==> src/rtl/vde_sprite_renderer.sv <==
// Sprite row renderer: fetches one 8-pixel tile row per accepted map entry and
// streams it MSB-first as 1-bit pixels, with a one-row buffer for gapless output.
module vde_sprite_renderer #(
    parameter int MAP_WIDTH = 80
) (
    input  logic        clk_i,
    input  logic        rstn_i,
    input  logic        frame_start,
    input  logic        sprite_valid_i,
    output logic        sprite_ready_o,
    input  logic [8:0]  sprite_data_i,
    input  logic [3:0]  sprite_row_i,
    output logic [11:0] tile_mem_addr_o,
    output logic        tile_mem_fetch_o,
    input  logic [7:0]  tile_mem_data_i,
    input  logic        tile_mem_done_i,
    output logic        pixel_valid_o,
    input  logic        pixel_ready_i,
    output logic        pixel_o,
    output logic        pixel_eol_o,
    output logic        dbg_state_o
);

    localparam int COL_W = (MAP_WIDTH > 1) ? $clog2(MAP_WIDTH) : 1;
    localparam logic [COL_W-1:0] COL_LAST = COL_W'(MAP_WIDTH - 1);

    typedef enum logic {
        S_IDLE  = 1'b0,
        S_FETCH = 1'b1
    } fetch_state_t;

    fetch_state_t     r_state;
    fetch_state_t     w_state_nxt;

    logic [COL_W-1:0] r_col;
    logic             r_eol_tag;
    logic [11:0]      r_addr;
    logic [7:0]       r_buf_data;
    logic             r_buf_full;
    logic             r_buf_eol;
    logic [7:0]       r_shift_reg;
    logic [2:0]       r_bit_cnt;
    logic             r_shift_valid;
    logic             r_shift_eol;

    logic             w_fetch;
    logic             w_sprite_hs;
    logic             w_done_hs;
    logic             w_pix_hs;
    logic             w_last_bit;
    logic             w_load;

    // Handshakes transfer on a rising edge where valid and ready are both high;
    // frame_start on that edge cancels any sprite or memory transfer.
    assign w_fetch        = (r_state == S_FETCH);
    assign sprite_ready_o = ~w_fetch & ~r_buf_full;
    assign w_sprite_hs    = sprite_valid_i & sprite_ready_o & ~frame_start;
    assign w_done_hs      = w_fetch & tile_mem_done_i;
    assign w_pix_hs       = r_shift_valid & pixel_ready_i;
    assign w_last_bit     = (r_bit_cnt == 3'd7);
    assign w_load         = r_buf_full & (~r_shift_valid | (w_pix_hs & w_last_bit));

    assign tile_mem_fetch_o = w_fetch;
    assign tile_mem_addr_o  = r_addr;
    assign pixel_valid_o    = r_shift_valid;
    assign pixel_o          = r_shift_reg[7];
    assign pixel_eol_o      = r_shift_valid & r_shift_eol & w_last_bit;
    assign dbg_state_o      = r_state;

    always_ff @(posedge clk_i or negedge rstn_i) begin
        if (!rstn_i) begin
            r_state <= S_IDLE;
        end else begin
            r_state <= w_state_nxt;
        end
    end

    always_comb begin
        w_state_nxt = r_state;
        case (r_state)
            S_IDLE:  if (w_sprite_hs) w_state_nxt = S_FETCH;
            S_FETCH: if (tile_mem_done_i) w_state_nxt = S_IDLE;
            default: w_state_nxt = S_IDLE;
        endcase
        if (frame_start) begin
            w_state_nxt = S_IDLE;
        end
    end

    // The eol tag travels with the row so it survives buffering and stalls.
    always_ff @(posedge clk_i or negedge rstn_i) begin
        if (!rstn_i) begin
            r_col     <= '0;
            r_eol_tag <= 1'b0;
            r_addr    <= '0;
        end else if (frame_start) begin
            r_col <= '0;
        end else if (w_sprite_hs) begin
            r_addr    <= {sprite_data_i, sprite_row_i[2:0]};
            r_eol_tag <= (r_col == COL_LAST);
            r_col     <= (r_col == COL_LAST) ? '0 : r_col + 1'b1;
        end
    end

    always_ff @(posedge clk_i or negedge rstn_i) begin
        if (!rstn_i) begin
            r_buf_data <= '0;
            r_buf_full <= 1'b0;
            r_buf_eol  <= 1'b0;
        end else if (frame_start) begin
            r_buf_full <= 1'b0;
        end else if (w_done_hs) begin
            r_buf_data <= tile_mem_data_i;
            r_buf_full <= 1'b1;
            r_buf_eol  <= r_eol_tag;
        end else if (w_load) begin
            r_buf_full <= 1'b0;
        end
    end

    always_ff @(posedge clk_i or negedge rstn_i) begin
        if (!rstn_i) begin
            r_shift_reg   <= '0;
            r_bit_cnt     <= '0;
            r_shift_valid <= 1'b0;
            r_shift_eol   <= 1'b0;
        end else if (frame_start) begin
            r_bit_cnt     <= '0;
            r_shift_valid <= 1'b0;
        end else if (w_load) begin
            r_shift_reg   <= r_buf_data;
            r_shift_eol   <= r_buf_eol;
            r_bit_cnt     <= '0;
            r_shift_valid <= 1'b1;
        end else if (w_pix_hs) begin
            if (w_last_bit) begin
                r_shift_valid <= 1'b0;
            end else begin
                r_shift_reg <= {r_shift_reg[6:0], 1'b0};
                r_bit_cnt   <= r_bit_cnt + 3'd1;
            end
        end
    end

endmodule
==> config.mk <==
export PLATFORM = sky130hd
export DESIGN_NAME = vde_sprite_renderer
export DESIGN_NICKNAME = d
export VERILOG_FILES = /design/src/rtl/vde_sprite_renderer.sv
export SDC_FILE = /design/constraint.sdc
export NUM_CORES = 1
export LEC_CHECK = 0
export CORE_ASPECT_RATIO = 0.7
export CORE_UTILIZATION = 53
export CTS_BUF_LIST = sky130_fd_sc_hd__clkbuf_8 sky130_fd_sc_hd__clkbuf_16
export DETAILED_ROUTE_END_ITERATION = 6
export GPL_ROUTABILITY_DRIVEN = 1
export PLACE_DENSITY = 0.89
export SKIP_CTS_REPAIR_TIMING = 1
export SLEW_MARGIN = 40
export SYNTH_ARGS = -nofsm -noshare
export SYNTH_HDL_FRONTEND = slang
export SYNTH_SLANG_ARGS = --single-unit
==> constraint.sdc <==
create_clock -name clk_i -period 3.02 [get_ports clk_i]
set_clock_uncertainty 0.05 [all_clocks]
set_input_delay 0.604 -clock clk_i [delete_from_list [all_inputs] [get_ports clk_i]]
set_output_delay 0.604 -clock clk_i [all_outputs]
set_load 0.05 [all_outputs]
==> flow_metrics.env, run 1 <==
export IMPL_via_per_inst=5.54
export IMPL_finalHoldViolations=0
export IMPL_cts_tree="yes"
export IMPL_slew_violations=0
export IMPL_die_h_um=52.1
export IMPL_stdcell_count=248
export IMPL_cap_violations=0
export IMPL_yosys_warnings=0
export IMPL_nFillCells=220
export IMPL_cts_root_buf="clkbuf_8"
export IMPL_overflow=0
export IMPL_h_tree_depth=2
export IMPL_dp_slack_ps=587
export IMPL_ys_seq_elements=44
export IMPL_criticalPathCategory="flop to output pin"
export IMPL_drt_pass1_iter_count=4
export IMPL_drc=0
export IMPL_wl_met1_mm=1.61
export IMPL_antenna_found_initial=0
export IMPL_port_buffers=43
export IMPL_fmax_mhz=378
export IMPL_setup_viol=0
export IMPL_cts_max_path_buffers=2
export IMPL_grt_pass1_wl_mm=5.95
export IMPL_max_slew_margin_pct=64.7
export IMPL_cts_buffers=5
export IMPL_die_w_um=73.6
export IMPL_worst_slew_pin_slew_ps=530
export IMPL_ir_drop_mv=0.431
export IMPL_grtUsageTotal_pct=21.6
export IMPL_drtAntennaViolNets=0
export IMPL_top_layer_used="met4"
export IMPL_min_path_type="primary input to async pin"
export IMPL_place_detailed_hpwl_mm=2.76
export IMPL_p_leak_uw=0.00107
export IMPL_area_growth_syn_to_layout_pct=29.6
export IMPL_ios=45
export IMPL_post_dp_cell_area_um2=2360
export IMPL_largest_reg_flops=12
export IMPL_vias=1373
export IMPL_clk_pin_slew_worst_paths_ps=80
export IMPL_design_area_um2=2460
export IMPL_ys_seq_area_share_pct=58.0
export IMPL_placedCellCount=242
export IMPL_critPathCaptureType="output pin"
export IMPL_start_util_pct=58.0
export IMPL_arrival_ps=1990
export IMPL_seqCellArea_um2=1100
export IMPL_ys_types=35
export IMPL_cts_sinks=44
export IMPL_syn_nets=185
export IMPL_finalCriticalPeriod_ps=2650
export IMPL_tns_ps=0
export IMPL_diodes=0
export IMPL_multi_input_area_um2=749
export IMPL_syn_area_per_cell_um2=12.3
export IMPL_outcome="finished clean"
export IMPL_synth_async_reset_ratio_pct=100
export IMPL_drive_gt1_share_pct=19.9
export IMPL_cellPowerDensity_nw_per_um2=625
export IMPL_cp_required_ps=2370
export IMPL_cp_max_fo=4
export IMPL_synth_cells=155
export IMPL_coreArea_um2=3280
export IMPL_avgRoutedWirePerCell_um=15.1
export IMPL_synth_edf_count=0
export IMPL_wl_met2_mm=1.92
export IMPL_grt_pass1_vias=1322
export IMPL_synth_main_ff_cell="dfrtp_1"
export IMPL_setup_ws_ps=373
export IMPL_nets=232
export IMPL_worst_skew_pair_late_latency_ps=280
export IMPL_drtIter0Drc=120
export IMPL_rsz0062_at_grt="false"
export IMPL_die_area_um2=3830
export IMPL_gp_congestion=0.784
export IMPL_wl_met3_um=218
export IMPL_crit_path_start_kind="flop"
export IMPL_wl_mm=3.76
export IMPL_grt_max_degree=45
export IMPL_min_period_over_period_pct=87.7
export IMPL_rows=17
export IMPL_netlist_area_um2=1900
-- final cells by class --
type	count	area share, %
sequential	44	44.7
multi-input combinational	103	30.4
timing repair buffer	45	18.0
clock buffer	5	2.79
tap	47	2.39
clock inverter	1	1.22
inverter	3	0.457
-- routing by layer --
layer / vias to the layer above / track usage, %
met5: - / 0
met1: 680 / 25.8
met4: 0 / 5.13
met2: 47 / 38.7
li1: 644 / -
met3: 2 / 6.01
-- stage by stage --
step / hold WS [ps] / total power [uW] / util, %
after floorplan: 258 / 984 / -
after global placement: 413 / 1120 / 72.1
after detailed placement: 421 / 1140 / 72.2
after CTS: 266 / 1550 / 75.2
after global routing: 286 / 1600 / 75.2
final: 239 / 1540 / 75.2
-- worst max-delay path, stage by stage, from the launching register on --
cell and delay, ps:
dfrtp_1 370, ha_1 160, ha_1 220, and3_1 170, clkdlybuf4s50_1 790
-- worst paths after layout --
check	start	end	depth (start not counted)	slack [ps]
worst max-delay path	r_bit_cnt[0]$_DFFE_PN0P_	pixel_eol_o	4	370
worst min-delay path	rstn_i	r_buf_data[1]$_DFFE_PN0P_	1	240
worst max register to register	r_buf_full$_DFFE_PN0P_	tile_mem_addr_o[7]$_DFFE_PN0P_	3	1140
worst min register to register	r_shift_reg[2]$_DFFE_PN0P_	r_shift_reg[2]$_DFFE_PN0P_	2	440
max in group asynchronous	rstn_i	r_bit_cnt[1]$_DFFE_PN0P_	1	2310
min in group clk_i	r_shift_reg[2]$_DFFE_PN0P_	r_shift_reg[2]$_DFFE_PN0P_	2	440
-- Yosys cell counts (2+ instances only) --
cell type	number	area share, %
ha_1	3	2.0
nand2_1	15	3.0
mux2_2	23	14
inv_1	3	0.59
nand3_1	3	0.79
a22o_1	3	1.4
nor3_2	2	1.1
and3_1	2	0.66
buf_6	2	1.2
o21ai_0	10	2.6
clkbuf_1	2	0.40
a21oi_1	5	1.3
nor2_1	9	1.8
o22ai_1	6	2.0
dfrtp_1	44	58
nor2b_1	2	0.66
o31ai_1	3	1.2
-- cells in the final DEF, fill, tap and decap left out, types with 2 or more instances in the layout --
master           instances
mux2_2                  23
nor3_2                   2
o22ai_1                  6
and3_1                   2
a21oi_1                  5
ha_1                     3
nand2_1                 15
a22o_1                   3
nor2_1                   9
clkdlybuf4s50_1         42
buf_4                    3
dfrtp_1                 44
clkbuf_8                 5
nand3_1                  3
nor2b_1                  2
inv_1                    3
o31ai_1                  3
o21ai_0                 10
-- logic make-up (layout without fill, tap and decap cells) --
| kind of cell | count (synthesis) | in the layout | share of synthesized area [%] |
|---|---|---|---|
| AO/OA/AOI/OAI | 32 | 32 | 10.7 |
| AND/OR/NAND/NOR | 42 | 42 | 11.7 |
| buffers and inverters | 8 | 54 | 2.57 |
| XOR/XNOR | 2 | 2 | 0.922 |
| multiplexers | 24 | 24 | 14.2 |
| adder cells (fa/ha/maj) | 3 | 3 | 1.98 |
| flip-flops | 44 | 44 | 58.0 |
-- report_power, final --
group	leakage (uW)	internal, uW	total, uW	switching [uW]
clock	0.0000501	237	415	178
sequential	0.000567	679	729	50.0
combinational	0.000449	168	395	228
total	0.00107	1080	1540	455
No activity file was read; power rests on OpenSTA's default activity.
==> run 2: changes to the inputs <==
--- a/config.mk
+++ b/config.mk
@@ -5,12 +5,14 @@
 export SDC_FILE = /design/constraint.sdc
 export NUM_CORES = 1
 export LEC_CHECK = 0
+export ABC_AREA = 1
 export CORE_ASPECT_RATIO = 0.7
-export CORE_UTILIZATION = 53
+export CORE_UTILIZATION = 60
 export CTS_BUF_LIST = sky130_fd_sc_hd__clkbuf_8 sky130_fd_sc_hd__clkbuf_16
 export DETAILED_ROUTE_END_ITERATION = 6
+export DONT_BUFFER_PORTS = 1
 export GPL_ROUTABILITY_DRIVEN = 1
-export PLACE_DENSITY = 0.89
+export PLACE_DENSITY = 0.81
 export SKIP_CTS_REPAIR_TIMING = 1
 export SLEW_MARGIN = 40
 export SYNTH_ARGS = -nofsm -noshare
==> flow_metrics.env, run 2 <==
export IMPL_nets=278
export IMPL_setup_viol=0
export IMPL_cts_max_path_buffers=2
export IMPL_min_path_type="primary input to async pin"
export IMPL_die_area_um2=3750
export IMPL_synth_top_family_by_area="simple AND/OR/NAND/NOR gates"
export IMPL_finalCriticalPeriod_ps=2060
export IMPL_fmax_mhz=486
export IMPL_arrival_ps=1400
export IMPL_netlist_area_um2=2100
export IMPL_finalHoldViolations=0
export IMPL_postLayoutCoreUtil_pct=69.9
export IMPL_place_detailed_hpwl_mm=2.50
export IMPL_worst_slew_pin_slew_ps=564
export IMPL_ys_types=27
export IMPL_grt_pass1_wl_mm=5.81
export IMPL_cellPowerDensity_nw_per_um2=714
export IMPL_yosys_area_share_xor_xnor_pct=0
export IMPL_synth_most_common_cell="nand2_1"
export IMPL_crit_path_start_kind="flop"
export IMPL_yosys_warnings=0
export IMPL_cp_max_fo=4
export IMPL_rsz0062_at_grt="false"
export IMPL_drt_pass1_iter_count=4
export IMPL_rows=17
export IMPL_p_leak_uw=0.00119
export IMPL_syn_nets=276
export IMPL_cp_required_ps=2370
export IMPL_ys_seq_elements=44
export IMPL_wl_mm=3.60
export IMPL_min_period_over_period_pct=68.1
export IMPL_diodes=0
export IMPL_area_growth_syn_to_layout_pct=7.44
export IMPL_port_buffers=0
export IMPL_mostFrequentLayoutCells="nand2_1, dfrtp_1, inv_1"
export IMPL_drc=0
export IMPL_synth_cells=246
export IMPL_drtIter0Drc=77
export IMPL_synth_main_ff_cell="dfrtp_1"
export IMPL_nFillCells=261
export IMPL_synth_mux_area_share_pct=0
export IMPL_via_per_inst=5.06
export IMPL_gp_congestion=0.860
export IMPL_cap_violations=0
export IMPL_die_h_um=51.5
export IMPL_synth_async_reset_ratio_pct=100
export IMPL_grt_pass1_vias=1300
export IMPL_die_w_um=72.7
export IMPL_overflow=0
export IMPL_outcome="finished clean"
export IMPL_ios=45
export IMPL_design_area_um2=2260
export IMPL_r2r_start="r_bit_cnt[0]$_DFFE_PN0P_"
export IMPL_drtAntennaViolNets=0
export IMPL_reg2reg_depth=8
export IMPL_coreArea_um2=3230
export IMPL_ys_seq_area_share_pct=52.4
export IMPL_synth_commonest_cells="nand2_1, dfrtp_1, inv_1"
export IMPL_dp_slack_ps=1120
export IMPL_yosys_area_top_type_share_pct=52.4
export IMPL_setup_ws_ps=964
export IMPL_grt_max_degree=45
export IMPL_yosys_area_share_simple_pct=28.3
export IMPL_slew_violations=0
export IMPL_layout_commonest_cell="nand2_1"
export IMPL_largest_reg_flops=12
export IMPL_worst_skew_pair_late_latency_ps=290
export IMPL_tns_ps=0
export IMPL_vias=1497
export IMPL_r2r_setup_slack_ps=1140
export IMPL_yosys_top_cells_area="dfrtp_1, nand2_1, inv_1, nand3_1, o21ai_2"
export IMPL_drive_gt1_share_pct=13.3
export IMPL_cts_tree="yes"
export IMPL_grtUsageTotal_pct=21.0
export IMPL_start_util_pct=65.0
export IMPL_clk_pin_slew_worst_paths_ps=80
export IMPL_h_tree_depth=2
export IMPL_post_dp_cell_area_um2=2110
export IMPL_cts_buffers=5
export IMPL_critPathCaptureType="output pin"
export IMPL_avgRoutedWirePerCell_um=12.2
export IMPL_criticalPathCategory="flop to output pin"
export IMPL_antenna_found_initial=0
export IMPL_syn_area_per_cell_um2=8.54
export IMPL_ir_drop_mv=0.523
export IMPL_synth_compound_area_share_pct=8.45
export IMPL_cts_root_buf="clkbuf_8"
export IMPL_yosysTopAreaCell="dfrtp_1"
export IMPL_worstReg2RegEnd="r_shift_reg[6]$_DFFE_PN0P_"
export IMPL_cts_sinks=44
export IMPL_max_slew_margin_pct=62.4
export IMPL_synth_fa_ha_area_share_pct=1.79
export IMPL_synth_edf_count=0
run 2: final cells by class:
cell class                 instances  area, um2  area share, %
tap                               47       58.8           2.60
sequential                        44       1100           48.8
clock buffer                       6       82.6           3.66
inverter                          33        124           5.48
clock inverter                     2       38.8           1.72
multi-input combinational        161        811           35.9
timing repair buffer               3       42.5           1.88
run 2: kinds of logic after synthesis:
logic type               Yosys count
AND/OR/NAND/NOR                  129
flip-flops                        44
buffers and inverters             41
AO/OA/AOI/OAI                     29
adder cells (fa/ha/maj)            3
run 2: worst max-delay path, stage by stage, from the launching register on:
cell	delay [ps]
dfrtp_1	400
ha_1	210
ha_1	220
nand2_1	70
nor2_1	50
buf_4	180
run 2: worst max-delay path by stage:
stage                               from                          to  slack (ps)  cells after the start
2_1_floorplan  pixel_valid_o$_DFFE_PN0P_                 pixel_eol_o         960                      2
3_3_place_gp    r_bit_cnt[0]$_DFFE_PN0P_  r_shift_reg[6]$_DFFE_PN0P_        1180                      8
3_5_place_dp    r_bit_cnt[0]$_DFFE_PN0P_  r_shift_reg[6]$_DFFE_PN0P_        1120                      8
4_1_cts         r_bit_cnt[0]$_DFFE_PN0P_                 pixel_eol_o         950                      5
5_1_grt         r_bit_cnt[0]$_DFFE_PN0P_                 pixel_eol_o         890                      5
6_report        r_bit_cnt[0]$_DFFE_PN0P_                 pixel_eol_o         960                      5
run 2: power breakdown:
group	internal (uW)	leakage [uW]	total [uW]	switching, uW
Clock	270	0.0000614	463	192
Combinational	99.7	0.000571	250	150
Sequential	710	0.000553	900	190
run 2: stage by stage:
step | total power, uW | hold WS [ps] | instances
5_1_grt | 1700 | 96.9 | 296
2_1_floorplan | 1100 | 258 | 246
3_3_place_gp | 1140 | 260 | 287
4_1_cts | 1610 | -59.2 | 295
6_report | 1610 | 94.4 | 296
3_5_place_dp | 1150 | 260 | 287
run 2: per-layer routing:
layer / share of wire, % / wire (um) / GRT usage (%)
met1: 50 / 1800 / 29.1
met3: 7.5 / 271 / 7.95
met4: 0.81 / 29 / 5.88
met2: 42 / 1490 / 31.3
met5: 0 / 0 / 0
==> run 3: changes to the inputs <==
==> constraint.sdc (replaced) <==
create_clock -name clk_i -period 1.94 [get_ports clk_i]
set_clock_uncertainty 0.05 [all_clocks]
set_input_delay 0.388 -clock clk_i [delete_from_list [all_inputs] [get_ports clk_i]]
set_output_delay 0.388 -clock clk_i [all_outputs]
set_load 0.05 [all_outputs]
==> flow_metrics.env, run 3 (same netlist as run 2, synthesis figures left out) <==
export IMPL_cp_max_fo=4
export IMPL_postLayoutCoreUtil_pct=71.2
export IMPL_drc=0
export IMPL_setup_viol=0
export IMPL_finalCriticalPeriod_ps=1850
export IMPL_cts_sinks=44
export IMPL_drtIter0Drc=84
export IMPL_placedCellCount=291
export IMPL_start_util_pct=65.0
export IMPL_critPathCaptureType="output pin"
export IMPL_layout_commonest_cell="nand2_1"
export IMPL_outcome="finished clean"
export IMPL_ir_drop_mv=0.857
export IMPL_stdcell_count=301
export IMPL_grtUsageTotal_pct=21.9
export IMPL_slew_violations=0
export IMPL_cp_required_ps=1500
export IMPL_worst_slew_pin_slew_ps=482
export IMPL_avgRoutedWirePerCell_um=12.3
export IMPL_grt_max_degree=45
export IMPL_wl_mm=3.71
export IMPL_nFillCells=262
export IMPL_gp_congestion=0.821
export IMPL_min_path_type="primary input to flop"
export IMPL_cap_violations=0
export IMPL_ios=45
export IMPL_diodes=0
export IMPL_cts_buffers=5
export IMPL_clk_pin_slew_worst_paths_ps=80
export IMPL_vias=1536
export IMPL_holdWs_ps=101
export IMPL_fmax_mhz=539
export IMPL_coreArea_um2=3230
export IMPL_die_h_um=51.5
export IMPL_largest_reg_flops=12
export IMPL_drtAntennaViolNets=0
export IMPL_crit_path_start_kind="flop"
export IMPL_antenna_found_initial=0
export IMPL_rows=17
export IMPL_max_slew_margin_pct=67.9
export IMPL_h_tree_depth=2
export IMPL_p_leak_uw=0.00121
export IMPL_port_buffers=0
export IMPL_criticalPathCategory="flop to output pin"
export IMPL_min_period_over_period_pct=95.6
export IMPL_worst_skew_pair_late_latency_ps=290
export IMPL_cts_root_buf="clkbuf_8"
export IMPL_mostFrequentLayoutCells="nand2_1, dfrtp_1, inv_1"
export IMPL_seqCellArea_um2=1100
export IMPL_grt_pass1_vias=1389
export IMPL_multi_input_area_um2=811
export IMPL_die_w_um=72.7
export IMPL_drt_pass1_iter_count=4
export IMPL_place_detailed_hpwl_mm=2.66
export IMPL_area_growth_syn_to_layout_pct=9.46
export IMPL_overflow=0
export IMPL_cellPowerDensity_nw_per_um2=1080
export IMPL_rsz0062_at_grt="false"
export IMPL_drive_gt1_share_pct=14.6
export IMPL_nets=283
export IMPL_cts_max_path_buffers=2
export IMPL_arrival_ps=1420
export IMPL_finalHoldViolations=0
export IMPL_cts_tree="yes"
export IMPL_die_area_um2=3750
export IMPL_grt_pass1_wl_mm=5.99
export IMPL_via_per_inst=5.10
export IMPL_tns_ps=0
-- run 3: per-layer routing --
layer	global-route usage (%)	part of all wire (%)	vias to the layer above
li1	-	-	784
met1	29.6	49	704
met2	32.6	44	46
met3	8.33	6.8	2
met4	7.84	0.27	0
met5	0	0	-
-- run 3: stage by stage --
| step | total power, uW | worst slack (ps) | cell area, um2 |
|---|---|---|---|
| global placement | 1780 | 270 | 2150 |
| CTS | 2490 | 73.8 | 2260 |
| global route | 2620 | 21.0 | 2300 |
| detailed placement | 1810 | 203 | 2150 |
| floorplan | 1720 | 91.1 | 2100 |
| finish | 2490 | 85.8 | 2300 |
-- run 3: power breakdown --
group          total (uW)  internal, uW  switching [uW]
combinational         411           168             243
sequential           1400          1100             296
clock                 680           381             299
-- run 3: layout make-up --
class	instances	area share (%)
inverters	33	5.38
well taps	47	2.56
multi-input cells	161	35.2
repair buffers	8	4.13
clock inverters	3	1.85
clock buffers	5	2.99
flip-flops and latches	44	47.9
-- run 3: final timing paths --
kind                                           start                    endpoint  slack (ps)  cells past startpoint
setup / recovery            r_bit_cnt[0]$_DFFE_PN0P_                 pixel_eol_o          90                      5
hold / removal                           frame_start   pixel_valid_o$_DFFE_PN0P_         100                      1
setup reg to reg            r_bit_cnt[0]$_DFFE_PN0P_  r_shift_reg[6]$_DFFE_PN0P_         180                      8
hold reg to reg            r_buf_data[2]$_DFFE_PN0P_   r_buf_data[2]$_DFFE_PN0P_         440                      2
max in group asynchronous                     rstn_i        r_col[6]$_DFFE_PN0P_        1110                      2
min in group asynchronous                     rstn_i  r_shift_reg[7]$_DFFE_PN0P_         530                      2
-- run 3: worst max-delay path, cell delays in order, from the launching register on --
cell     delay, ps
dfrtp_1        410
ha_1           210
ha_1           220
nand2_1         70
nor2_1          40
buf_4          180
